**config.mk**
```make
export PLATFORM = sky130hd
export DESIGN_NAME = interrupt_controller_flat
export DESIGN_NICKNAME = d
export VERILOG_FILES = /design/src/rtl/interrupt_controller_if.sv /design/src/rtl/interrupt_controller.sv /design/src/flat_wrapper.sv
export SDC_FILE = /design/constraint.sdc
export NUM_CORES = 1
export LEC_CHECK = 0
export BUFFER_PORTS_ARGS = -buffer_cell sky130_fd_sc_hd__buf_2
export CORE_AREA = 2 2 39 41
export CTS_CLUSTER_DIAMETER = 60
export DETAILED_ROUTE_END_ITERATION = 10
export DIE_AREA = 0 0 41 43
export PLACE_DENSITY = 0.76
export SYNTH_ARGS = -nofsm -noshare
export SYNTH_HDL_FRONTEND = slang
export SYNTH_SLANG_ARGS = --single-unit
```
**constraint.sdc**
```tcl
create_clock -name clk -period 3.2 [get_ports clk]
set_input_delay 0.16 -clock clk [delete_from_list [all_inputs] [get_ports clk]]
set_output_delay 0.16 -clock clk [all_outputs]
set_load 0.02 [all_outputs]
```
**src/rtl/interrupt_controller_if.sv**
```systemverilog
// Signal bundle between the interrupt front end and the core's pipeline control.
// The controller takes the slave side; the core side (or a bench) takes the master side.
interface interrupt_controller_if #(
  parameter int unsigned PC_W = 10
) ();

  logic            int_in;
  logic            sei;
  logic            cli;
  logic            retie;
  logic            retid;
  logic            flag_c;
  logic            flag_z;
  logic            pipe_safe;

  logic            int_req;
  logic            int_flag;
  logic [PC_W-1:0] int_vector;
  logic            shadow_c;
  logic            shadow_z;
  logic            flag_restore;
  logic            int_active;
  logic            pending;

  modport master (
    output int_in, sei, cli, retie, retid, flag_c, flag_z, pipe_safe,
    input  int_req, int_flag, int_vector, shadow_c, shadow_z, flag_restore, int_active, pending
  );

  modport slave (
    input  int_in, sei, cli, retie, retid, flag_c, flag_z, pipe_safe,
    output int_req, int_flag, int_vector, shadow_c, shadow_z, flag_restore, int_active, pending
  );

endinterface

```
**src/rtl/interrupt_controller.sv**
```systemverilog
// Interrupt front end: synchronizes and edge-detects the external line, owns the I flag and
// C/Z shadows, and releases a single take into the pipeline at a hazard-free safe point.
module interrupt_controller #(
  parameter int unsigned     SYNC_STAGES = 2,
  parameter int unsigned     PC_W        = 10,
  parameter logic [PC_W-1:0] VECTOR      = 10'h3FF
) (
  input logic                   clk,
  input logic                   reset_n,
  interrupt_controller_if.slave bus
);

  typedef enum logic [2:0] {
    StIdle,
    StArmed,
    StEnter0,
    StEnter1,
    StEnter2,
    StIsr
  } state_e;

  state_e                 state_q, state_d;
  logic [SYNC_STAGES-1:0] sync_q, sync_d;
  logic                   dly_q, dly_d;
  logic                   pending_q, pending_d;
  logic                   flag_q, flag_d;
  logic                   shadow_c_q, shadow_c_d;
  logic                   shadow_z_q, shadow_z_d;
  logic                   restore_q, restore_d;

  logic                   sync_out;
  logic                   edge_det;
  logic                   take;
  logic                   ret;

  always_comb begin
    sync_out = sync_q[SYNC_STAGES-1];
    edge_det = sync_out & ~dly_q;
    sync_d   = {sync_q[SYNC_STAGES-2:0], bus.int_in};
    dly_d    = sync_out;
  end

  // A take needs the I flag as registered; a CLI retiring this cycle only drops ARMED next cycle.
  always_comb begin
    take = reset_n && (state_q == StArmed) && flag_q && bus.pipe_safe;
    ret  = (state_q == StIsr) && (bus.retie || bus.retid);
  end

  always_comb begin
    state_d = state_q;
    unique case (state_q)
      StIdle: begin
        if (pending_q && flag_q) state_d = StArmed;
      end
      StArmed: begin
        if (!flag_q) begin
          state_d = StIdle;
        end else if (take) begin
          state_d = StEnter0;
        end
      end
      StEnter0: state_d = StEnter1;
      StEnter1: state_d = StEnter2;
      StEnter2: state_d = StIsr;
      StIsr: begin
        if (ret) state_d = StIdle;
      end
      default: state_d = StIdle;
    endcase
  end

  always_comb begin
    pending_d  = edge_det | (pending_q & ~take);
    shadow_c_d = shadow_c_q;
    shadow_z_d = shadow_z_q;
    if (take) begin
      shadow_c_d = bus.flag_c;
      shadow_z_d = bus.flag_z;
    end
    restore_d = ret;
    // Clears dominate sets, so CLI beats SEI and the take always masks further requests.
    flag_d = flag_q;
    if (bus.sei || bus.retie) flag_d = 1'b1;
    if (bus.cli || bus.retid || take) flag_d = 1'b0;
  end

  always_ff @(posedge clk) begin
    if (!reset_n) begin
      state_q    <= StIdle;
      sync_q     <= '0;
      dly_q      <= 1'b0;
      pending_q  <= 1'b0;
      flag_q     <= 1'b0;
      shadow_c_q <= 1'b0;
      shadow_z_q <= 1'b0;
      restore_q  <= 1'b0;
    end else begin
      state_q    <= state_d;
      sync_q     <= sync_d;
      dly_q      <= dly_d;
      pending_q  <= pending_d;
      flag_q     <= flag_d;
      shadow_c_q <= shadow_c_d;
      shadow_z_q <= shadow_z_d;
      restore_q  <= restore_d;
    end
  end

  assign bus.int_req      = take;
  assign bus.int_flag     = flag_q;
  assign bus.int_vector   = VECTOR;
  assign bus.shadow_c     = shadow_c_q;
  assign bus.shadow_z     = shadow_z_q;
  assign bus.flag_restore = restore_q;
  assign bus.int_active   = (state_q == StEnter0) || (state_q == StEnter1) ||
                            (state_q == StEnter2) || (state_q == StIsr);
  assign bus.pending      = pending_q;

  a_req_single: assert property (@(posedge clk) disable iff (!reset_n)
    bus.int_req |=> !bus.int_req);

  a_req_masked: assert property (@(posedge clk) disable iff (!reset_n)
    bus.int_req |-> (bus.int_flag && !bus.int_active));

  a_restore_single: assert property (@(posedge clk) disable iff (!reset_n)
    bus.flag_restore |=> !bus.flag_restore);

endmodule

```
**src/flat_wrapper.sv**
```systemverilog
// flat-port wrapper written by rule: the top's interface ports become plain ports
module interrupt_controller_flat 
#(
  parameter int unsigned     SYNC_STAGES = 2,
  parameter int unsigned     PC_W        = 10,
  parameter logic [PC_W-1:0] VECTOR      = 10'h3FF
)
  (clk, reset_n, bus_int_in, bus_sei, bus_cli, bus_retie, bus_retid, bus_flag_c, bus_flag_z, bus_pipe_safe, bus_int_req, bus_int_flag, bus_int_vector, bus_shadow_c, bus_shadow_z, bus_flag_restore, bus_int_active, bus_pending);
  interrupt_controller_if #(.PC_W(PC_W)) bus_i ();
  input logic clk;
  input logic reset_n;
  input wire logic [$bits(bus_i.int_in)-1:0] bus_int_in;
  input wire logic [$bits(bus_i.sei)-1:0] bus_sei;
  input wire logic [$bits(bus_i.cli)-1:0] bus_cli;
  input wire logic [$bits(bus_i.retie)-1:0] bus_retie;
  input wire logic [$bits(bus_i.retid)-1:0] bus_retid;
  input wire logic [$bits(bus_i.flag_c)-1:0] bus_flag_c;
  input wire logic [$bits(bus_i.flag_z)-1:0] bus_flag_z;
  input wire logic [$bits(bus_i.pipe_safe)-1:0] bus_pipe_safe;
  output wire logic [$bits(bus_i.int_req)-1:0] bus_int_req;
  output wire logic [$bits(bus_i.int_flag)-1:0] bus_int_flag;
  output wire logic [$bits(bus_i.int_vector)-1:0] bus_int_vector;
  output wire logic [$bits(bus_i.shadow_c)-1:0] bus_shadow_c;
  output wire logic [$bits(bus_i.shadow_z)-1:0] bus_shadow_z;
  output wire logic [$bits(bus_i.flag_restore)-1:0] bus_flag_restore;
  output wire logic [$bits(bus_i.int_active)-1:0] bus_int_active;
  output wire logic [$bits(bus_i.pending)-1:0] bus_pending;
  assign bus_i.int_in = bus_int_in;
  assign bus_i.sei = bus_sei;
  assign bus_i.cli = bus_cli;
  assign bus_i.retie = bus_retie;
  assign bus_i.retid = bus_retid;
  assign bus_i.flag_c = bus_flag_c;
  assign bus_i.flag_z = bus_flag_z;
  assign bus_i.pipe_safe = bus_pipe_safe;
  assign bus_int_req = bus_i.int_req;
  assign bus_int_flag = bus_i.int_flag;
  assign bus_int_vector = bus_i.int_vector;
  assign bus_shadow_c = bus_i.shadow_c;
  assign bus_shadow_z = bus_i.shadow_z;
  assign bus_flag_restore = bus_i.flag_restore;
  assign bus_int_active = bus_i.int_active;
  assign bus_pending = bus_i.pending;
  interrupt_controller #(.SYNC_STAGES(SYNC_STAGES), .PC_W(PC_W), .VECTOR(VECTOR)) u_core (.clk(clk), .reset_n(reset_n), .bus(bus_i));
endmodule
```
==> metrics <==
outcome=completed; worst setup path start=u_core.state_q[2]; cell area after synthesis=566 um2; adder-cell share of the synthesized area=0%; GPL Wtd Cong=between 0.7 and 0.8; CTS clk-pin slew, worst paths=around 0.060 ns; min Tclk post-route=1.40 ns; yosys warns=0; fmax=713 MHz; maximum capacitance violations=0; RSZ-0062 raised after global routing=false; R2R Path Start=u_core.state_q[1]; Critical Path Fanout Max=8; CTS Sinks=11; Fin Setup TNS=0 ns; fin. max-slew vios=0; worst skew pair latency=0.26 ns; Total Routing Usage GR=approximately an eighth; XOR/XNOR Fraction of Synth Area=1.55%; largest family of logic cells by synthesized area=simple AND/OR/NAND/NOR gates; maximum vdd ir drop=approximately 270 uV; post-DR wirelength/cell=between 9 and 10 um; total gr overflow=0; largest net degree at the start of global routing=12; drt total wl=just under 900 um; mux cell area share after synthesis=roughly 3.5%; post-DR vias/cell=around 4.5; final setup fails=0; first-pass GRT wire length=approximately 1500 um; post-synthesis sequential area ratio=slightly below 40%; final hold viol count=0; top-level port count=27; ys async rst share=0%; Synth Area in Simple Gates=about 25%; clk buf depth=2; Root Buffer=clkbuf_4; Max stage delay on crit path=0.39 ns; Syn Area/Cell=around 9.8 um2; Core Util, Final=45.4%; area grow syn2layout=11.1%; total CTS buffers=3; crit path launch type=flip-flop; P_leak=between 0.3 and 0.4 nW; Post-DRT Antenna Nets=0; Post-synth EDFFs=0; PD cells=between 400 and 500 nW/um2; non-filler cells, final=90; complex-gate fraction of the synthesized area=12.2%; fillers=~140; CP Capture Type=output port; initial antenna violation count=0; std cell rows=14; post-cts sizing count=0; H-tree depth=1; Yosys cell types=26; R2R Setup Slk=slightly above 2 ns; #FFs+latches synth=11; Crit Path Category=flip-flop to output port; share of layout cells above drive strength 1=31.1%; CP cell instances=nand2b_1 > nor2_4 > buf_2; First DRT Iteration DRCs=9; fin area=around 630 um2; Post-Syn Instances=slightly below 60; CTS tree=done; hold_buf cts=0; DR DRC count=0; die height=between 40 and 50 um; Port Buffers=16; Critical-path top delay cell=dfxtp_1; Pwr Total=0.258 mW; postcts setup bufs=0; cell family with most CP delay=simple AND/OR/NAND/NOR gates; Starting Density=between 40% and 50%; Die Wd=41 um; WP data arrival=1.24 ns; critical path buffer and inverter count=1; core footprint=about 1400 um2; Net count, final=85; Hold WC Path Type=input port to flip-flop; vias in the first global route=between 300 and 400; CP required=roughly 3 ns; Die Area=1760 um2; First-pass DRT Iterations=4; n_diodes=0; Tcrit/Tclk final=a little over two fifths; Post-Route Skew=around 0.00028 ns; dpl hpwl=~720 um; placed insts=86; Main synth FF type=dfxtp_1; Post-DP Area=between 600 and 700 um2; HP Start=bus_int_in; DR vias=slightly above 400
==> path summary, 6_finish.rpt <==
check,end,cells after the start
setup / recovery,bus_int_req,3
hold / removal,u_core.sync_q[0],2
setup reg to reg,u_core.state_q[2],3
hold reg to reg,u_core.sync_q[1],1
==> power by group <==
part	total, mW	internal (mW)	switching [mW]
Sequential	0.142	0.140	0.00204
Clock	0.0900	0.0481	0.0419
Combinational	0.0264	0.00746	0.0190
Total	0.258	0.195	0.0629
==> state kept, by name (all words and copies together), names as in the netlist <==
signal / flops
u_core.bus.flag_restore: 1
u_core.bus.int_flag: 1
u_core.bus.pending: 1
u_core.bus.shadow_c: 1
u_core.bus.shadow_z: 1
u_core.dly_q: 1
u_core.state_q: 3
u_core.sync_q: 2
==> final cells by class <==
class / count / area, um2 / share of cell area (%)
multi-input cells: 41 / 274 / 43.6
flip-flops and latches: 11 / 220 / 35.1
repair buffers: 16 / 80.1 / 12.7
clock buffers: 4 / 26.3 / 4.18
well taps: 16 / 20.0 / 3.19
inverters: 2 / 7.51 / 1.20
==> cells in the mapped netlist, drive strengths merged (2+ instances only) <==
master  count  area share, %
nand2b      3            3.3
o31a        2            3.1
inv         2            1.3
buf        12             17
dfxtp      11             39
nor2        5            4.6
o21ai       2            1.8
nand2       2            1.3
and2        3            3.3
a211oi      2            3.5
mux2i       2            3.5
==> routing by layer <==
layer	vias up	track usage, %	routed length, um
met5	-	0	0
met4	0	6.00	0
met3	0	3.14	70
met2	14	17.5	444
met1	181	16.3	371
li1	210	-	-
==> cell usage in the layout (no fill, tap or decap), types with 2 or more instances in the layout <==
cell       n
and2_1     3
buf_2     16
clkbuf_4   3
conb_1    10
dfxtp_1   11
inv_1      2
mux2i_1    2
nand2_1    2
nand2b_1   3
nor2_1     4
o21ai_0    2
o31a_1     2
==> cell families after synthesis <==
group,after synthesis
xor gates and xnor gates,1
muxes,2
DFF,11
and+or+nand+nor,19
AOI/OAI and AO/OA,9
other,1
buffers and inverters,15
==> metrics by stage <==
step / worst slack, ns / hold WS [ns]
floorplan: 2.06 / 0.287
global placement: 2.10 / 0.367
detailed placement: 2.05 / 0.370
CTS: 1.78 / 0.0940
global route: 1.71 / 0.0933
finish: 1.80 / 0.104
No activity file was read; power rests on OpenSTA's default activity.
